File: src/rtl/axil_write64_reg_pkg.sv
// Shared definitions for the 64-bit AXI-Lite write register: response code,
// word-select address bit, write FSM encoding and a byte-strobe merge helper.
// Latency: n/a (package). Backpressure: n/a.
package axil_write64_reg_pkg;

    // AXI response code; this block never reports an error.
    localparam logic [1:0] RESP_OKAY = 2'b00;

    // Address bit that selects the low (0) or high (1) 32-bit word.
    localparam int WORD_SEL_BIT = 2;

    // Write path: wait for AW+W, commit for one cycle, then hold the response.
    typedef enum logic [1:0] {
        ST_IDLE   = 2'd0,
        ST_COMMIT = 2'd1,
        ST_RESP   = 2'd2
    } wr_state_t;

    // Byte-wise merge: strobed bytes take the new value, others keep the old.
    function automatic logic [31:0] strb_merge(
        input logic [31:0] old_word,
        input logic [31:0] new_word,
        input logic [3:0]  strb
    );
        logic [31:0] merged;
        for (int i = 0; i < 4; i++) begin
            merged[i*8 +: 8] = strb[i] ? new_word[i*8 +: 8] : old_word[i*8 +: 8];
        end
        return merged;
    endfunction

endpackage

File: src/rtl/axil_write64_reg_if.sv
// AXI-Lite slave bus bundle (AW, W, B, AR, R channels) for axil_write64_reg.
// Latency: n/a (wires only). Backpressure: standard AXI valid/ready per channel.
// Modports: slave (the register block), master (the bus driver / testbench).
interface axil_write64_reg_if #(
    parameter int AXI_DATA_WIDTH = 32,
    parameter int AXI_ADDR_WIDTH = 16
);
    logic [AXI_ADDR_WIDTH-1:0]   s_axi_awaddr;
    logic                        s_axi_awvalid;
    logic                        s_axi_awready;
    logic [AXI_DATA_WIDTH-1:0]   s_axi_wdata;
    logic [AXI_DATA_WIDTH/8-1:0] s_axi_wstrb;
    logic                        s_axi_wvalid;
    logic                        s_axi_wready;
    logic [1:0]                  s_axi_bresp;
    logic                        s_axi_bvalid;
    logic                        s_axi_bready;
    logic [AXI_ADDR_WIDTH-1:0]   s_axi_araddr;
    logic                        s_axi_arvalid;
    logic                        s_axi_arready;
    logic [AXI_DATA_WIDTH-1:0]   s_axi_rdata;
    logic [1:0]                  s_axi_rresp;
    logic                        s_axi_rvalid;
    logic                        s_axi_rready;

    modport slave (
        input  s_axi_awaddr, s_axi_awvalid, s_axi_wdata, s_axi_wstrb, s_axi_wvalid,
               s_axi_bready, s_axi_araddr, s_axi_arvalid, s_axi_rready,
        output s_axi_awready, s_axi_wready, s_axi_bresp, s_axi_bvalid,
               s_axi_arready, s_axi_rdata, s_axi_rresp, s_axi_rvalid
    );

    modport master (
        output s_axi_awaddr, s_axi_awvalid, s_axi_wdata, s_axi_wstrb, s_axi_wvalid,
               s_axi_bready, s_axi_araddr, s_axi_arvalid, s_axi_rready,
        input  s_axi_awready, s_axi_wready, s_axi_bresp, s_axi_bvalid,
               s_axi_arready, s_axi_rdata, s_axi_rresp, s_axi_rvalid
    );

endinterface

File: src/rtl/axil_write64_reg.sv
// Atomically committed 64-bit register written as two 32-bit AXI-Lite words.
// Latency: AW+W done at edge N -> regdata/update after N+1, bvalid after N+2.
// Backpressure: one write in flight; AW/W/AR stall until the B/R handshake.
//
// Ports: aclk, aresetn (async active-low); s_axi (slave modport, full
// AXI-Lite); regdata0/regdata1 committed low/high words; update one-cycle
// pulse on each high-word commit.
// Option: define AXIL_WRITE64_READBACK_EN to return regdata0/1 on the read
// channel; otherwise reads complete with zero data.
module axil_write64_reg
    import axil_write64_reg_pkg::*;
#(
    parameter int          AXI_DATA_WIDTH = 32,
    parameter int          AXI_ADDR_WIDTH = 16,
    parameter logic [63:0] RESET_VALUE    = 64'h0
) (
    input  logic                      aclk,
    input  logic                      aresetn,
    axil_write64_reg_if.slave         s_axi,
    output logic [AXI_DATA_WIDTH-1:0] regdata0,
    output logic [AXI_DATA_WIDTH-1:0] regdata1,
    output logic                      update
);

    wr_state_t                 state;
    logic                      awready;
    logic                      wready;
    logic                      bvalid;
    logic                      aw_sel;     // captured word select
    logic [31:0]               w_dat;      // captured write data (low 32 bits)
    logic [3:0]                w_strb;     // captured byte enables
    logic [31:0]               shadow;     // staged low word
    logic [31:0]               reg_lo;
    logic [31:0]               reg_hi;
    logic                      update_q;

    logic                      arready;
    logic                      rvalid;
    logic [AXI_DATA_WIDTH-1:0] rdata;

    // Only the word-select bit and the low 32 data bits matter; fold the rest
    // away so narrow use of wide buses is explicit.
    logic unused_bits;
    assign unused_bits = ^{s_axi.s_axi_awaddr, s_axi.s_axi_wdata,
                           s_axi.s_axi_wstrb, s_axi.s_axi_araddr};

    // Write path. A ready that has dropped doubles as the "captured" flag:
    // it only falls on a handshake and only rises after the B handshake.
    always_ff @(posedge aclk or negedge aresetn) begin
        if (!aresetn) begin
            state    <= ST_IDLE;
            awready  <= 1'b1;
            wready   <= 1'b1;
            bvalid   <= 1'b0;
            aw_sel   <= 1'b0;
            w_dat    <= '0;
            w_strb   <= '0;
            shadow   <= RESET_VALUE[31:0];
            reg_lo   <= RESET_VALUE[31:0];
            reg_hi   <= RESET_VALUE[63:32];
            update_q <= 1'b0;
        end else begin
            update_q <= 1'b0;

            if (s_axi.s_axi_awvalid && awready) begin
                awready <= 1'b0;
                aw_sel  <= s_axi.s_axi_awaddr[WORD_SEL_BIT];
            end
            if (s_axi.s_axi_wvalid && wready) begin
                wready <= 1'b0;
                w_dat  <= s_axi.s_axi_wdata[31:0];
                w_strb <= s_axi.s_axi_wstrb[3:0];
            end

            case (state)
                ST_IDLE: begin
                    if (!awready && !wready) begin
                        // Registers load on entry so they are valid throughout
                        // the COMMIT cycle, together with the update pulse.
                        state <= ST_COMMIT;
                        if (aw_sel) begin
                            reg_hi   <= strb_merge(reg_hi, w_dat, w_strb);
                            reg_lo   <= shadow;
                            update_q <= 1'b1;
                        end else begin
                            shadow <= strb_merge(shadow, w_dat, w_strb);
                        end
                    end
                end
                ST_COMMIT: begin
                    state  <= ST_RESP;
                    bvalid <= 1'b1;
                end
                ST_RESP: begin
                    if (s_axi.s_axi_bready) begin
                        state   <= ST_IDLE;
                        bvalid  <= 1'b0;
                        awready <= 1'b1;
                        wready  <= 1'b1;
                    end
                end
                default: state <= ST_IDLE;
            endcase
        end
    end

    // Read path: single outstanding read, data captured at the AR handshake.
    always_ff @(posedge aclk or negedge aresetn) begin
        if (!aresetn) begin
            arready <= 1'b1;
            rvalid  <= 1'b0;
            rdata   <= '0;
        end else if (s_axi.s_axi_arvalid && arready) begin
            arready <= 1'b0;
            rvalid  <= 1'b1;
`ifdef AXIL_WRITE64_READBACK_EN
            rdata   <= s_axi.s_axi_araddr[WORD_SEL_BIT] ? AXI_DATA_WIDTH'(reg_hi)
                                                        : AXI_DATA_WIDTH'(reg_lo);
`else
            rdata   <= '0;
`endif
        end else if (rvalid && s_axi.s_axi_rready) begin
            arready <= 1'b1;
            rvalid  <= 1'b0;
            rdata   <= '0;
        end
    end

    assign s_axi.s_axi_awready = awready;
    assign s_axi.s_axi_wready  = wready;
    assign s_axi.s_axi_bvalid  = bvalid;
    assign s_axi.s_axi_bresp   = RESP_OKAY;
    assign s_axi.s_axi_arready = arready;
    assign s_axi.s_axi_rvalid  = rvalid;
    assign s_axi.s_axi_rdata   = rdata;
    assign s_axi.s_axi_rresp   = RESP_OKAY;

    assign regdata0 = AXI_DATA_WIDTH'(reg_lo);
    assign regdata1 = AXI_DATA_WIDTH'(reg_hi);
    assign update   = update_q;

endmodule

File: src/flat_wrapper.sv
// flat-port wrapper written by rule: the top's interface ports become plain ports
module axil_write64_reg_flat import axil_write64_reg_pkg::*;
#(
    parameter int          AXI_DATA_WIDTH = 32,
    parameter int          AXI_ADDR_WIDTH = 16,
    parameter logic [63:0] RESET_VALUE    = 64'h0
)
  (aclk, aresetn, regdata0, regdata1, update, s_axi_s_axi_awaddr, s_axi_s_axi_awvalid, s_axi_s_axi_wdata, s_axi_s_axi_wstrb, s_axi_s_axi_wvalid, s_axi_s_axi_bready, s_axi_s_axi_araddr, s_axi_s_axi_arvalid, s_axi_s_axi_rready, s_axi_s_axi_awready, s_axi_s_axi_wready, s_axi_s_axi_bresp, s_axi_s_axi_bvalid, s_axi_s_axi_arready, s_axi_s_axi_rdata, s_axi_s_axi_rresp, s_axi_s_axi_rvalid);
  axil_write64_reg_if #(.AXI_DATA_WIDTH(AXI_DATA_WIDTH), .AXI_ADDR_WIDTH(AXI_ADDR_WIDTH)) s_axi_i ();
  input  logic aclk;
  input  logic aresetn;
  output logic [AXI_DATA_WIDTH-1:0] regdata0;
  output logic [AXI_DATA_WIDTH-1:0] regdata1;
  output logic update;
  input wire logic [$bits(s_axi_i.s_axi_awaddr)-1:0] s_axi_s_axi_awaddr;
  input wire logic [$bits(s_axi_i.s_axi_awvalid)-1:0] s_axi_s_axi_awvalid;
  input wire logic [$bits(s_axi_i.s_axi_wdata)-1:0] s_axi_s_axi_wdata;
  input wire logic [$bits(s_axi_i.s_axi_wstrb)-1:0] s_axi_s_axi_wstrb;
  input wire logic [$bits(s_axi_i.s_axi_wvalid)-1:0] s_axi_s_axi_wvalid;
  input wire logic [$bits(s_axi_i.s_axi_bready)-1:0] s_axi_s_axi_bready;
  input wire logic [$bits(s_axi_i.s_axi_araddr)-1:0] s_axi_s_axi_araddr;
  input wire logic [$bits(s_axi_i.s_axi_arvalid)-1:0] s_axi_s_axi_arvalid;
  input wire logic [$bits(s_axi_i.s_axi_rready)-1:0] s_axi_s_axi_rready;
  output wire logic [$bits(s_axi_i.s_axi_awready)-1:0] s_axi_s_axi_awready;
  output wire logic [$bits(s_axi_i.s_axi_wready)-1:0] s_axi_s_axi_wready;
  output wire logic [$bits(s_axi_i.s_axi_bresp)-1:0] s_axi_s_axi_bresp;
  output wire logic [$bits(s_axi_i.s_axi_bvalid)-1:0] s_axi_s_axi_bvalid;
  output wire logic [$bits(s_axi_i.s_axi_arready)-1:0] s_axi_s_axi_arready;
  output wire logic [$bits(s_axi_i.s_axi_rdata)-1:0] s_axi_s_axi_rdata;
  output wire logic [$bits(s_axi_i.s_axi_rresp)-1:0] s_axi_s_axi_rresp;
  output wire logic [$bits(s_axi_i.s_axi_rvalid)-1:0] s_axi_s_axi_rvalid;
  assign s_axi_i.s_axi_awaddr = s_axi_s_axi_awaddr;
  assign s_axi_i.s_axi_awvalid = s_axi_s_axi_awvalid;
  assign s_axi_i.s_axi_wdata = s_axi_s_axi_wdata;
  assign s_axi_i.s_axi_wstrb = s_axi_s_axi_wstrb;
  assign s_axi_i.s_axi_wvalid = s_axi_s_axi_wvalid;
  assign s_axi_i.s_axi_bready = s_axi_s_axi_bready;
  assign s_axi_i.s_axi_araddr = s_axi_s_axi_araddr;
  assign s_axi_i.s_axi_arvalid = s_axi_s_axi_arvalid;
  assign s_axi_i.s_axi_rready = s_axi_s_axi_rready;
  assign s_axi_s_axi_awready = s_axi_i.s_axi_awready;
  assign s_axi_s_axi_wready = s_axi_i.s_axi_wready;
  assign s_axi_s_axi_bresp = s_axi_i.s_axi_bresp;
  assign s_axi_s_axi_bvalid = s_axi_i.s_axi_bvalid;
  assign s_axi_s_axi_arready = s_axi_i.s_axi_arready;
  assign s_axi_s_axi_rdata = s_axi_i.s_axi_rdata;
  assign s_axi_s_axi_rresp = s_axi_i.s_axi_rresp;
  assign s_axi_s_axi_rvalid = s_axi_i.s_axi_rvalid;
  axil_write64_reg #(.AXI_DATA_WIDTH(AXI_DATA_WIDTH), .AXI_ADDR_WIDTH(AXI_ADDR_WIDTH), .RESET_VALUE(RESET_VALUE)) u_core (.aclk(aclk), .aresetn(aresetn), .s_axi(s_axi_i), .regdata0(regdata0), .regdata1(regdata1), .update(update));
endmodule
File: config.mk
export PLATFORM = sky130hd
export DESIGN_NAME = axil_write64_reg_flat
export DESIGN_NICKNAME = d
export VERILOG_FILES = /design/src/rtl/axil_write64_reg_pkg.sv /design/src/rtl/axil_write64_reg_if.sv /design/src/rtl/axil_write64_reg.sv /design/src/flat_wrapper.sv
export SDC_FILE = /design/constraint.sdc
export NUM_CORES = 1
export LEC_CHECK = 0
export BUFFER_PORTS_ARGS = -buffer_cell sky130_fd_sc_hd__buf_2
export CORE_ASPECT_RATIO = 1.25
export CORE_MARGIN = 2
export CORE_UTILIZATION = 35
export DETAILED_ROUTE_END_ITERATION = 10
export GPL_ROUTABILITY_DRIVEN = 0
export PLACE_DENSITY_LB_ADDON = 0.12
export SYNTH_ARGS = -nofsm -noshare
export SYNTH_HDL_FRONTEND = slang
export SYNTH_SLANG_ARGS = --single-unit
File: constraint.sdc
create_clock -name aclk -period 4.26 [get_ports aclk]
set_clock_uncertainty 0.15 [all_clocks]
set_input_delay 0.426 -clock aclk [delete_from_list [all_inputs] [get_ports aclk]]
set_output_delay 0.426 -clock aclk [all_outputs]
set_load 0.01 [all_outputs]
==> impl_results.md, run 1 <==
- Latest clock arrival within the worst-skew pair: 410 ps
- Seq pwr share: 42.9%
- # resized after CTS: 0
- VDD IR-drop max: 0.263 mV
- Period utilization: 57.7%
- Clock transition at the registers of the reported paths: 60 ps
- WL final: 10800 microns
- Critical Path Sink Type: flop
- CTS tree: built
- Share of cells above drive strength 1: 58.7%
- Io pins: 181
- H-tree levels: 4
- FF-to-FF setup slack: 1800 ps
- Final net count: 546
- Clock network power share: 24.3%
- Total power draw: 5.61 mW
- Worst slack at placement: 1740 ps
- CTS hold repair buffers: 0
- First-pass DRT Iterations: 3
- Iteration-0 DRC Markers: 56
- Worst setup path category: reg2reg
- Post-Syn Area per Cell: 16.2 sq um
- Via count: 3077
- CTS Sinks: 141
- Final Hold Vio Count: 0
- Die height: 146 microns
- Sw frac: 29.7%
- Placeable Area: 0.0161 sq mm
- Gr usage total: 13.1%
- P_sw: 1.67 mW
- Post-route setup slack: 1800 ps
- Synthesized flop and latch total: 141
- Global route total overflow: 0
- Final setup vio count: 0
- Status: finished, final reports clean
- Pwr dens: 817 mW/mm^2
- Int Power: 3.94 mW
- Largest net degree at the start of global routing: 115
- Routed wire per std cell: 15.4 microns
- Util after Layout: 42.7%
- Root buf cell: clkbuf_16
- Die X: 118 microns
- Mapped Cells: 350
- Total CTS buffers: 17
- Pins Over Slew Limit: 0
- Die footprint: 0.0173 sq mm
- Fmax: 407 MHz
- Arr. time, crit path: 2590 ps
- Max-cap viol count: 0
- Num rows: 52
- Placed wire-length estimate: 6880 microns
- Detailed-route DRC error count: 0
- YS warnings: 0
- Initial antenna violation count: 1
- Post-Syn Area: 0.00569 sq mm
- Hold slack: 28.7 ps
- Reg2reg end: u_core.regdata0[9]
- Setup TNS: 0 ps
- Hold WC Path Type: in2async
- CP Launch Type: flop
- Longest Clk Path Bufs: 2
- Worst-margin pin slew: 1080 ps
- ANT nets after route: 0
- Comb power frac: 32.7%
- Setup Buffers After CTS: 0
- Number of distinct library cells after synthesis: 19
- Starting density of the core: 35.4%
- Vias in the first global route: 3201
- Fin crit period: 2460 ps
- Lkg Pwr: 3.40 nW
- ANT cells: 0
- First-pass GRT wire length: 17100 microns
- Sequential-to-total area share from yosys stat: 62.1%
- Port Buf Inserts: 113
- Worst Reg-to-Reg Cells: 3
- RSZ-0062 raised after global routing: false
- Vias/cell: 4.40
- Slew Limit Headroom: 27.5%
- FF-to-FF Start: u_core.state[0]
- Syn-to-layout area delta: 20.8%
- Required @ worst endpoint: 4390 ps
- Worst Path Max Fanout: 33
## Yosys cell counts, drive strengths merged
cell type	number	area share (%)
o21ai	1	0.088
clkbuf	4	0.26
buf	43	5.9
nand2	6	0.53
nand2b	1	0.11
mux2i	2	0.35
nor4	1	0.37
o22ai	2	0.22
dfrtp	138	61
a21oi	2	0.18
conb	1	0.066
nand3b	4	0.79
mux2	133	28
dfstp	3	1.4
inv	5	0.33
and3	4	0.44
## power groups by stage
stage | logic, mW | registers, mW | clock network [mW]
CTS | 1.89 | 2.42 | 1.41
finish | 1.83 | 2.41 | 1.37
floorplan | 1.22 | 2.50 | 0
global placement | 1.84 | 2.41 | 0
detailed placement | 1.88 | 2.44 | 0
global route | 1.99 | 2.51 | 1.47
## cells by family after synthesis
| group | Yosys count | share of synthesized area [%] |
|---|---|---|
| DFF | 141 | 62.1 |
| muxes | 135 | 28.6 |
| buffers and inverters | 52 | 6.47 |
| other | 1 | 0.0660 |
| AOI/OAI and AO/OA | 5 | 0.484 |
| and+or+nand+nor | 16 | 2.24 |
## sequential cells by signal, summed over array words and instances, names as in the netlist, 2 cells and up
name	count
u_core.w_strb	4
u_core.w_dat	32
u_core.state	2
u_core.regdata1	32
u_core.regdata0	32
u_core.shadow	32
## critical path: stages, from the launching register on
cell and delay, ps:
dfrtp_1 450, nor4_4 710, nand2_4 550, mux2_4 460
## layout by cell type, fill, tap and decap left out, drive strengths merged, types with 2 or more instances in the layout
master	n
mux2i	2
dfrtp	138
o22ai	2
mux2	133
and3	4
dfstp	3
nand2	6
inv	5
clkinv	5
conb	36
nand3b	4
buf	114
a21oi	2
clkbuf	25
## routing by layer
| metal | global-route usage [%] | vias up | share of wire, % |
|---|---|---|---|
| met5 | 0 | - | 0.18 |
| met4 | 5.42 | 2 | 1.3 |
| met3 | 4.45 | 10 | 5.4 |
| met2 | 22.2 | 85 | 52 |
| met1 | 15.0 | 1596 | 41 |
| li1 | - | 1384 | - |
## how the worst max path moves through the flow
stage | endpoint | depth (start not counted) | start | slack (ps)
2_1_floorplan | u_core.regdata1[0] | 4 | u_core.state[0] | 2300
6_report | u_core.regdata0[9] | 3 | u_core.state[0] | 1800
5_1_grt | u_core.regdata0[8] | 3 | u_core.state[0] | 1620
3_5_place_dp | u_core.regdata0[9] | 3 | u_core.state[0] | 1740
4_1_cts | u_core.regdata0[9] | 3 | u_core.state[0] | 1740
3_3_place_gp | u_core.regdata0[27] | 3 | u_core.state[0] | 1760
## through the flow
step	cells	instance area, sq um
2_1_floorplan	385	5820
3_3_place_gp	668	6320
3_5_place_dp	668	6320
4_1_cts	700	6870
5_1_grt	700	6870
6_report	700	6870
## layout make-up
class,instances,area [sq um]
fill,1539,9200
timing repair buffer,114,579
tap,216,270
inverter,5,18.8
sequential,141,3530
clock inverter,7,62.6
clock buffer,25,485
multi-input combinational,192,1920
Power figures use the tool's default switching activity.
==> run 2, diff against run 1 <==
- ABC_AREA: default -> 1
- clock period: 4.26 -> 2 ns (I/O delays scaled with it)
==> run 2 against run 1 <==
Compared with the run above: sequential cell count unchanged; via count is 44% higher; sequential share of layout area fell by 5.2 points; highest routed layer is now met4; sequential power grew 100%; worst setup slack worse by 1400 ps; cell count rose by 46%; die area grew 2.4%; combinational power increased by 130%; non-clock buffer count grew 51; maximum frequency up 52%.
==> impl_results.md, run 2 <==
- Reg2reg end: u_core.s_axi.s_axi_awready
- Vias in the first global route: 4366
- CTS Sinks: 141
- Final Non-Filler Cells: 1021
- Slew Limit Headroom: 60.8%
- Post-Syn Area: 0.00583 sq mm
- Share of cells above drive strength 1: 22.2%
- Setup Buffers After CTS: 0
- Via count: 4436
- Starting density of the core: 35.8%
- Fmax: 620 MHz
- Global route total overflow: 0
- Root buf cell: clkbuf_16
- HP Start: s_axi_s_axi_wvalid
- FF-to-FF Start: u_core.s_axi.s_axi_awready
- VDD IR-drop max: 0.734 mV
- # resized after CTS: 0
- Final setup vio count: 0
- Util after Layout: 47.0%
- WL final: 13400 microns
- Sum of buffers and inverters on the critical path: 2
- H-tree levels: 4
- RSZ-0062 raised after global routing: false
- Hold WC Path Type: in2reg
- Total power draw: 12.8 mW
- Largest net degree at the start of global routing: 60
- Max-cap viol count: 0
- Multi-input logic area: 0.00190 sq mm
- Arr. time, crit path: 1820 ps
- Number of distinct library cells after synthesis: 24
- Pins Over Slew Limit: 0
- Syn-to-layout area delta: 31.1%
- Die X: 119 microns
- Detailed-route DRC error count: 0
- Placed Cells incl. Taps: 945
- Most frequent cells in the layout: nand2_1, dfrtp_1, buf_2
- CTS tree: built
- FF-to-FF setup slack: 390 ps
- Asr flop ratio synth: 100%
- Status: finished, final reports clean
- Post-synth top area share: 59.3%
- Worst-margin pin slew: 588 ps
- Worst path cell trace: inv_2 > o21ai_0 > dlygate4sd3_1
- Critical Path Sink Type: flop
- Crit path max-delay family: buffers and inverters
- Worst Reg-to-Reg Cells: 3
- Longest Clk Path Bufs: 2
- Placeable Area: 0.0163 sq mm
- Reg area: 0.00353 sq mm
- ANT cells: 0
- EDFF count, synth: 0
- Die height: 148 microns
- Vias/cell: 4.34
- CTS hold repair buffers: 44
- First-pass DRT Iterations: 4
- Hold path endpoint: u_core.w_dat[28]
- Fin crit period: 1610 ps
- Initial antenna violation count: 0
- Required @ worst endpoint: 2210 ps
- Num rows: 52
- Top FF cell, synth: dfrtp_1
- YS warnings: 0
- Layout filler cell count: 1629
- Final Hold Vio Count: 0
- Worst Path Max Fanout: 5
- ANT nets after route: 0
- Setup TNS: 0 ps
- Placed wire-length estimate: 9240 microns
- Synthesized flop and latch total: 141
- Io pins: 181
- Number of cells on the worst hold path: 3
- Port Buf Inserts: 113
- Pwr dens: 1670 mW/mm^2
- Period utilization: 80.6%
- Sequential-to-total area share from yosys stat: 60.6%
- Latest clock arrival within the worst-skew pair: 420 ps
- CP Launch Type: flop
- Post-Syn Area per Cell: 9.22 sq um
- Commonest non-fill, non-tap cell in the layout: nand2_1
- Final net count: 867
- Lkg Pwr: 4.19 nW
- Worst path slowest cell: dfstp_2
- Clock transition at the registers of the reported paths: 60 ps
- Routed wire per std cell: 13.2 microns
- Top post-synthesis cells by count: nand2_1, dfrtp_1, nand3_1
- Die footprint: 0.0177 sq mm
- Iteration-0 DRC Markers: 229
- Mapped Cells: 632
- Synth area leaders: dfrtp_1, nand2_1, nand3_1
- Largest stage delay on the critical path: 620 ps
- First-pass GRT wire length: 22100 microns
- Worst setup path category: reg2reg
- Most numerous cell in the Yosys netlist: nand2_1
- Total CTS buffers: 17
- Gr usage total: 16.0%
- Cell taking the most area after synthesis: dfrtp_1
## run 2: metrics by stage
stage	hold slack, ps	area, sq um	setup WS (ps)
detailed placement	-3.54	6500	409
global route	62.8	7640	290
finish	64.7	7640	388
CTS	42.8	7640	377
floorplan	-246	5960	555
global placement	-10.6	6500	397
## run 2: final cells by class
type	instances	share of cell area (%)
clock buffers	21	6.03
clock inverters	11	3.10
inverters	35	1.72
multi-input cells	432	24.8
flip-flops and latches	141	46.2
well taps	216	3.54
repair buffers	165	14.5
## run 2: how the worst max path moves through the flow
stage | from | to | cells past startpoint
after floorplan | u_core.s_axi.s_axi_wready | u_core.w_dat[23] | 6
after global placement | u_core.aw_sel | u_core.regdata1[16] | 5
after detailed placement | u_core.aw_sel | u_core.regdata1[16] | 5
after CTS | u_core.aw_sel | u_core.regdata1[16] | 5
after global routing | u_core.aw_sel | u_core.regdata1[16] | 5
final | u_core.s_axi.s_axi_awready | u_core.s_axi.s_axi_awready | 3
## run 2: kinds of logic after synthesis
group	share of synthesized area, %
buffers and inverters	9.11
flip-flops	60.6
AO/OA/AOI/OAI	3.89
AND/OR/NAND/NOR	26.3
other	0.0644
## run 2: per-layer routing
| metal | vias up | share of wire, % | track usage, % |
|---|---|---|---|
| met2 | 108 | 50 | 27.3 |
| met3 | 20 | 4.3 | 3.95 |
| li1 | 2238 | - | - |
| met5 | - | 0 | 0 |
| met4 | 0 | 1.6 | 6.24 |
| met1 | 2070 | 44 | 19.7 |
## run 2: power breakdown
part           internal, mW  leakage (nW)  total (mW)  switching (mW)
Combinational          1.51          2.11        4.19            2.68
Sequential             4.14          1.74        4.93           0.787
Clock                  2.53         0.337        3.68            1.15
Total                  8.18          4.19        12.8            4.62
## run 2: tightest hold or removal path, stage by stage
cell,delay (ps)
buf_2,220
nand3_1,120
nand2_1,50
